`config.mk`:
```
export PLATFORM = sky130hd
export DESIGN_NAME = jtag_tap_regs
export DESIGN_NICKNAME = d
export VERILOG_FILES = /design/src/rtl/jtag_tap_regs.sv
export SDC_FILE = /design/constraint.sdc
export NUM_CORES = 1
export LEC_CHECK = 0
export ABC_AREA = 1
export BUFFER_PORTS_ARGS = -buffer_cell sky130_fd_sc_hd__buf_2
export CAP_MARGIN = 0
export CELL_PAD_IN_SITES_DETAIL_PLACEMENT = 0
export CELL_PAD_IN_SITES_GLOBAL_PLACEMENT = 2
export CORE_ASPECT_RATIO = 1.75
export CORE_MARGIN = 2
export CORE_UTILIZATION = 35
export DETAILED_ROUTE_END_ITERATION = 10
export GPL_TIMING_DRIVEN = 0
export PLACE_DENSITY_LB_ADDON = 0.1
export SLEW_MARGIN = 30
export SYNTH_ARGS = -nofsm -noshare
export SYNTH_HDL_FRONTEND = slang
export SYNTH_SLANG_ARGS = --single-unit
```
`constraint.sdc`:
```
create_clock -name CLK -period 2.62 [get_ports CLK]
set_clock_uncertainty 0.2 [all_clocks]
set_input_delay 0.524 -clock CLK [delete_from_list [all_inputs] [get_ports CLK]]
set_output_delay 0.524 -clock CLK [all_outputs]
set_load 0.005 [all_outputs]
```
`src/rtl/jtag_tap_regs.sv`:
```
// Instruction, BYPASS, IDCODE and USER registers behind a JTAG TAP controller,
// plus the TDO mux. Register actions key off the TAP state presented at each TCK edge.
module jtag_tap_regs #(
   parameter int                     IR_WIDTH      = 4,
   parameter logic [IR_WIDTH-1:0]    IDCODE_OPCODE = IR_WIDTH'(4'h1),
   parameter logic [IR_WIDTH-1:0]    USER_OPCODE   = IR_WIDTH'(4'h8),
   parameter logic [31:0]            IDCODE_VALUE  = 32'h1000_0001,
   parameter int                     USER_WIDTH    = 8
) (
   input  logic                  CLK,
   input  logic                  RESET,
   input  logic [3:0]            state,
   input  logic                  tdi,
   output logic                  tdo,
   output logic                  tdo_en,
   output logic [IR_WIDTH-1:0]   ir,
   input  logic [USER_WIDTH-1:0] user_capture,
   output logic [USER_WIDTH-1:0] user_update,
   output logic                  user_strobe
);

   typedef enum logic [3:0] {
      TLR      = 4'd15,
      RTI      = 4'd12,
      SEL_DR   = 4'd7,
      CAP_DR   = 4'd6,
      SH_DR    = 4'd2,
      EX1_DR   = 4'd1,
      PAUSE_DR = 4'd3,
      EX2_DR   = 4'd0,
      UPD_DR   = 4'd5,
      SEL_IR   = 4'd4,
      CAP_IR   = 4'd14,
      SH_IR    = 4'd10,
      EX1_IR   = 4'd9,
      PAUSE_IR = 4'd11,
      EX2_IR   = 4'd8,
      UPD_IR   = 4'd13
   } tap_state_t;

   tap_state_t            tap;
   logic [IR_WIDTH-1:0]   ir_shift;
   logic [31:0]           idcode_shift;
   logic [USER_WIDTH-1:0] user_shift;
   logic                  bypass;
   logic                  sel_idcode;
   logic                  sel_user;
   logic [IR_WIDTH:0]     ir_cat;
   logic [32:0]           idcode_cat;
   logic [USER_WIDTH:0]   user_cat;

   assign tap        = tap_state_t'(state);
   assign sel_idcode = (ir == IDCODE_OPCODE);
   assign sel_user   = (ir == USER_OPCODE);

   // Concatenating tdi above each register makes a right shift a simple slice,
   // which also works for a one-bit USER register.
   assign ir_cat     = {tdi, ir_shift};
   assign idcode_cat = {tdi, idcode_shift};
   assign user_cat   = {tdi, user_shift};

   assign tdo_en = (tap == SH_DR) || (tap == SH_IR);

   // All register actions; user_strobe drops on every edge unless re-armed by Update-DR.
   always_ff @(posedge CLK or posedge RESET) begin
      if (RESET) begin
         ir           <= IDCODE_OPCODE;
         ir_shift     <= '0;
         idcode_shift <= '0;
         user_shift   <= '0;
         bypass       <= 1'b0;
         user_update  <= '0;
         user_strobe  <= 1'b0;
      end else begin
         user_strobe <= 1'b0;
         case (tap)
            TLR:    ir       <= IDCODE_OPCODE;
            CAP_IR: ir_shift <= IR_WIDTH'(1);
            SH_IR:  ir_shift <= ir_cat[IR_WIDTH:1];
            UPD_IR: ir       <= ir_shift;
            CAP_DR: begin
               if (sel_idcode)    idcode_shift <= IDCODE_VALUE;
               else if (sel_user) user_shift   <= user_capture;
               else               bypass       <= 1'b0;
            end
            SH_DR: begin
               if (sel_idcode)    idcode_shift <= idcode_cat[32:1];
               else if (sel_user) user_shift   <= user_cat[USER_WIDTH:1];
               else               bypass       <= tdi;
            end
            UPD_DR: begin
               if (sel_user) begin
                  user_update <= user_shift;
                  user_strobe <= 1'b1;
               end
            end
            default: ;
         endcase
      end
   end

   // TDO presents bit 0 of whichever register is shifting, otherwise idles low.
   always_comb begin
      tdo = 1'b0;
      case (tap)
         SH_IR: tdo = ir_shift[0];
         SH_DR: begin
            if (sel_idcode)    tdo = idcode_shift[0];
            else if (sel_user) tdo = user_shift[0];
            else               tdo = bypass;
         end
         default: ;
      endcase
   end

endmodule

```
==> results.md <==
- The weighted congestion at the end of routability-driven global placement is between 0.6 and 0.7.
- The HPWL after detailed placement is ~4000 um.
- For this design the ratio of total power to cell area is 775 mW/mm2.
- The logic depth of the worst register-to-register path is 7.
- Before antenna repair, the detailed router went through 4 iterations.
- The sum of routed wire length over all layers is 5700 um.
- The layout cell share with drive strength beyond 1 is a little over a fifth.
- The clock passes through at most 2 buffers.
- The internal reg-to-reg setup slack is 1.00 ns.
- The count of buffers added on input and output ports is 29.
- The share of the clock period used by the worst path is between 80% and 90%.
- The worst setup slack after layout is 0.367 ns.
- The register bit total from synthesis is 58.
- The number of gates resized after CTS was 0.
- The path type of the worst min-delay path is in2reg.
- The source of the worst hold timing path is tdi.
- The highest clock frequency the design can meet is approximately 440 MHz.
- The clock-pin slew on the worst setup and hold paths is around 0.05 ns.
- Hold timing on the final database bottoms out at a slack of 0.239 ns.
- The number of antenna diodes in the final layout is 0.
- The static leakage is about 1.7 nW.
- For this design, the slowest cell found on the critical path is sky130_fd_sc_hd__dfstp_2.
- The capture point of the worst reg-to-reg path is idcode_shift[23].
- For the worst setup path, the data required time is 1.90 ns.
- The count of vias placed by the detailed router is between 1500 and 2000.
- For the pin with the worst max-slew slack, the measured transition is roughly 0.55 ns.
- The die area is approximately 0.008 mm2.
- The critical path data arrival time is around 1.5 ns.
- After filler insertion, the fill cell instance count of the layout stands at 760.
- The endpoint class of the critical path is an output port.
- The post-route core utilization is about 44%.
- The detailed router's first-iteration violation count is between 150 and 200.
- Global routing used roughly 17% of the available tracks.
- Synthesis produced a netlist with a net count of between 300 and 400.
- The clock tree root buffer cell is sky130_fd_sc_hd__clkbuf_16.
- The detail-routed via count per cell is roughly 4.7.
- Along the worst path, the maximum fanout reaches 3.
- TritonCTS built the clock tree.
- The number of setup buffers added after CTS is 0.
- In this run the critical register-to-register path is launched from ir[0].
- The count of final max-slew check failures is 0.
- The H-tree was split into 3 levels.
- The wire length of the first global-routing pass is 9930 um.
- Entering global routing, the biggest net connects 47 pins.
- The tool flagged a number of max-cap violations equal to 0.
- The setup-violating endpoint count in the final report is 0.
- The run finished with clean final reports.
- In this run the count of I/O pins placed on the die edge is 30.
- The layout net count is 351.
- Walking the worst path, the cells encountered are inv_2 > nor2_2 > nand2_1 > nand3_1 > nand2_1 > nand2_1 > buf_2.
- The startpoint type of the worst setup path is a register.
- In this design, the critical path's most frequently occurring cell is sky130_fd_sc_hd__nand2_1.
- In the layout the commonest cells are 122 x sky130_fd_sc_hd__nand2_1, 57 x sky130_fd_sc_hd__dfrtp_1, 34 x sky130_fd_sc_hd__nand3_1.
- Compared with the post-synthesis result, the final layout area differs by 23.9%.
- Before CTS, the worst setup slack after placement is approximately 0.48 ns.
- Together, buffers and inverters on the worst path number 2.
- The footprint of the flip-flops and latches is about 0.0015 mm2.
- The setup path with the least slack is of type reg2out.
- In this run the remaining antenna-violating nets after routing total 0.
- The final number of hold-violating endpoints is 0.
- The shortest clock period the worst path allows after layout is roughly 2.3 ns.
- Once the floorplan was initialized, standard cells occupied between 30% and 40% of the core.
- The quantity of hold-fixing buffers added after cts is 1.
- The worst hold path stage count is 3.
- The peak supply drop is 0.355 mV.
- The via count of the first global-routing pass is between 2000 and 2500.
- On the critical path the largest part of the delay comes from flip-flops.
- The final standard cell count with taps included and fillers excluded is 427.
- In this run the tightest slew margin relative to its limit is a little over three fifths.
- The core footprint is between 0.007 and 0.008 mm2.
- After detailed placement, the design holds a cell count of 410.
- The synthesized cell area is about 0.0025 mm2.
- Synthesis produced a netlist whose cell count is between 200 and 300.
- The die is 117 um tall.
- Setup repair after global routing left no endpoint under its margin.
- The path with the worst hold slack has its endpoint at ir_shift[3].
- The total CTS buffers is 9.
- The floorplan has between 40 and 50 rows.
- The share of synthesized area occupied by flip-flops and latches is a little under three fifths.
- The per-instance average area after synthesis is between 8 and 9 um2.
- The number of different library cells in the post-synthesis netlist is 23.
- For this run the aggregate overflow at the end of global routing stands at 0.
- The clock insertion delay at the later pin of the skew report is approximately 0.33 ns.
- The number of antenna violations at the first check in global routing was 0.
- The library cell used most frequently in the layout, excluding fill and tap cells, is sky130_fd_sc_hd__nand2_1.
- Dividing the detail-routed wire length by the instance count gives around 13 um.
- For this run, the number of Yosys warnings is 0.
- The die is ~68 um wide.
- Summing all multi-input logic gate instances after layout gives just over 900 um2.
- The clock drives a little under 60 sinks.
- The count of unresolved DRC violations after routing is 0.
- The stage delay of the slowest cell on the critical path is approximately 0.55 ns.
## layout make-up
class	count	share of cell area [%]
flip-flops and latches	58	46.1
inverters	25	3.06
well taps	86	3.42
multi-input cells	200	29.1
clock buffers	14	8.06
repair buffers	31	5.80
plain buffers	11	2.54
clock inverters	2	1.91
## report_power, final
| group | switching [mW] | total (mW) | internal [mW] |
|---|---|---|---|
| clock | 0.388 | 1.25 | 0.859 |
| combinational | 0.132 | 0.210 | 0.0772 |
| sequential | 0.0334 | 0.987 | 0.953 |
## cell usage after synthesis
cell | count | area (um2)
sky130_fd_sc_hd__dfstp_2 | 1 | 26.3
sky130_fd_sc_hd__o21ai_0 | 7 | 35.0
sky130_fd_sc_hd__nor2_1 | 5 | 18.8
sky130_fd_sc_hd__nor2_4 | 4 | 45.0
sky130_fd_sc_hd__inv_1 | 22 | 82.6
sky130_fd_sc_hd__nor3_2 | 1 | 10.0
sky130_fd_sc_hd__clkbuf_1 | 2 | 7.51
sky130_fd_sc_hd__a21oi_1 | 1 | 5.00
sky130_fd_sc_hd__nand2_1 | 122 | 458
sky130_fd_sc_hd__nand3_2 | 1 | 10.0
sky130_fd_sc_hd__nor2_2 | 2 | 12.5
sky130_fd_sc_hd__buf_4 | 1 | 7.51
sky130_fd_sc_hd__o21ai_2 | 7 | 61.3
sky130_fd_sc_hd__buf_2 | 4 | 20.0
sky130_fd_sc_hd__a22oi_1 | 1 | 7.51
sky130_fd_sc_hd__nand4_1 | 1 | 6.26
sky130_fd_sc_hd__buf_6 | 4 | 45.0
sky130_fd_sc_hd__nand3_1 | 34 | 170
sky130_fd_sc_hd__o21ai_1 | 8 | 40.0
sky130_fd_sc_hd__o22ai_1 | 2 | 12.5
sky130_fd_sc_hd__nand2_2 | 4 | 25.0
sky130_fd_sc_hd__dfrtp_1 | 57 | 1430
sky130_fd_sc_hd__inv_2 | 3 | 11.3
## worst reg2reg max path, cell delays in order (launching register included)
cell	delay, ns
sky130_fd_sc_hd__dfstp_2	0.55
sky130_fd_sc_hd__inv_2	0.05
sky130_fd_sc_hd__nor2_2	0.13
sky130_fd_sc_hd__nand2_1	0.15
sky130_fd_sc_hd__nor2_4	0.17
sky130_fd_sc_hd__buf_6	0.16
sky130_fd_sc_hd__nand3_1	0.08
sky130_fd_sc_hd__nand2_1	0.08
## how the worst max path moves through the flow
stage | startpoint | to | slack [ns] | cells past startpoint
final | ir[0] | tdo | 0.37 | 7
after global routing | ir[0] | tdo | 0.24 | 7
after CTS | ir[0] | tdo | 0.33 | 7
after detailed placement | state[1] | tdo | 0.48 | 10
after global placement | RESET | idcode_shift[25] | -0.37 | 2
after floorplan | RESET | bypass | 0.47 | 1
## flip-flops by register name (all words and copies together) (netlist names)
name	count
user_shift	8
ir	4
bypass	1
user_update	8
ir_shift	4
user_strobe	1
idcode_shift	32
## metrics by stage
step	instance area [um2]	total power [mW]	setup TNS, ns
after CTS	3150	2.49	0
after global routing	3150	2.56	0
after floorplan	2540	1.14	0
after detailed placement	2830	1.21	0
final	3150	2.44	0
after global placement	2800	1.21	-20.69
## logic make-up after synthesis
kind of cell | synth area share (%)
simple gates | 29.7
buf+inv | 6.84
flops | 57.1
compound gates | 6.35
## layer usage
layer	global-route usage [%]	part of all wire, %
met1	20.8	44
met3	4.97	3.9
met5	0	0
met2	27.2	50
met4	9.20	2.2
No activity file was read; power rests on OpenSTA's default activity.
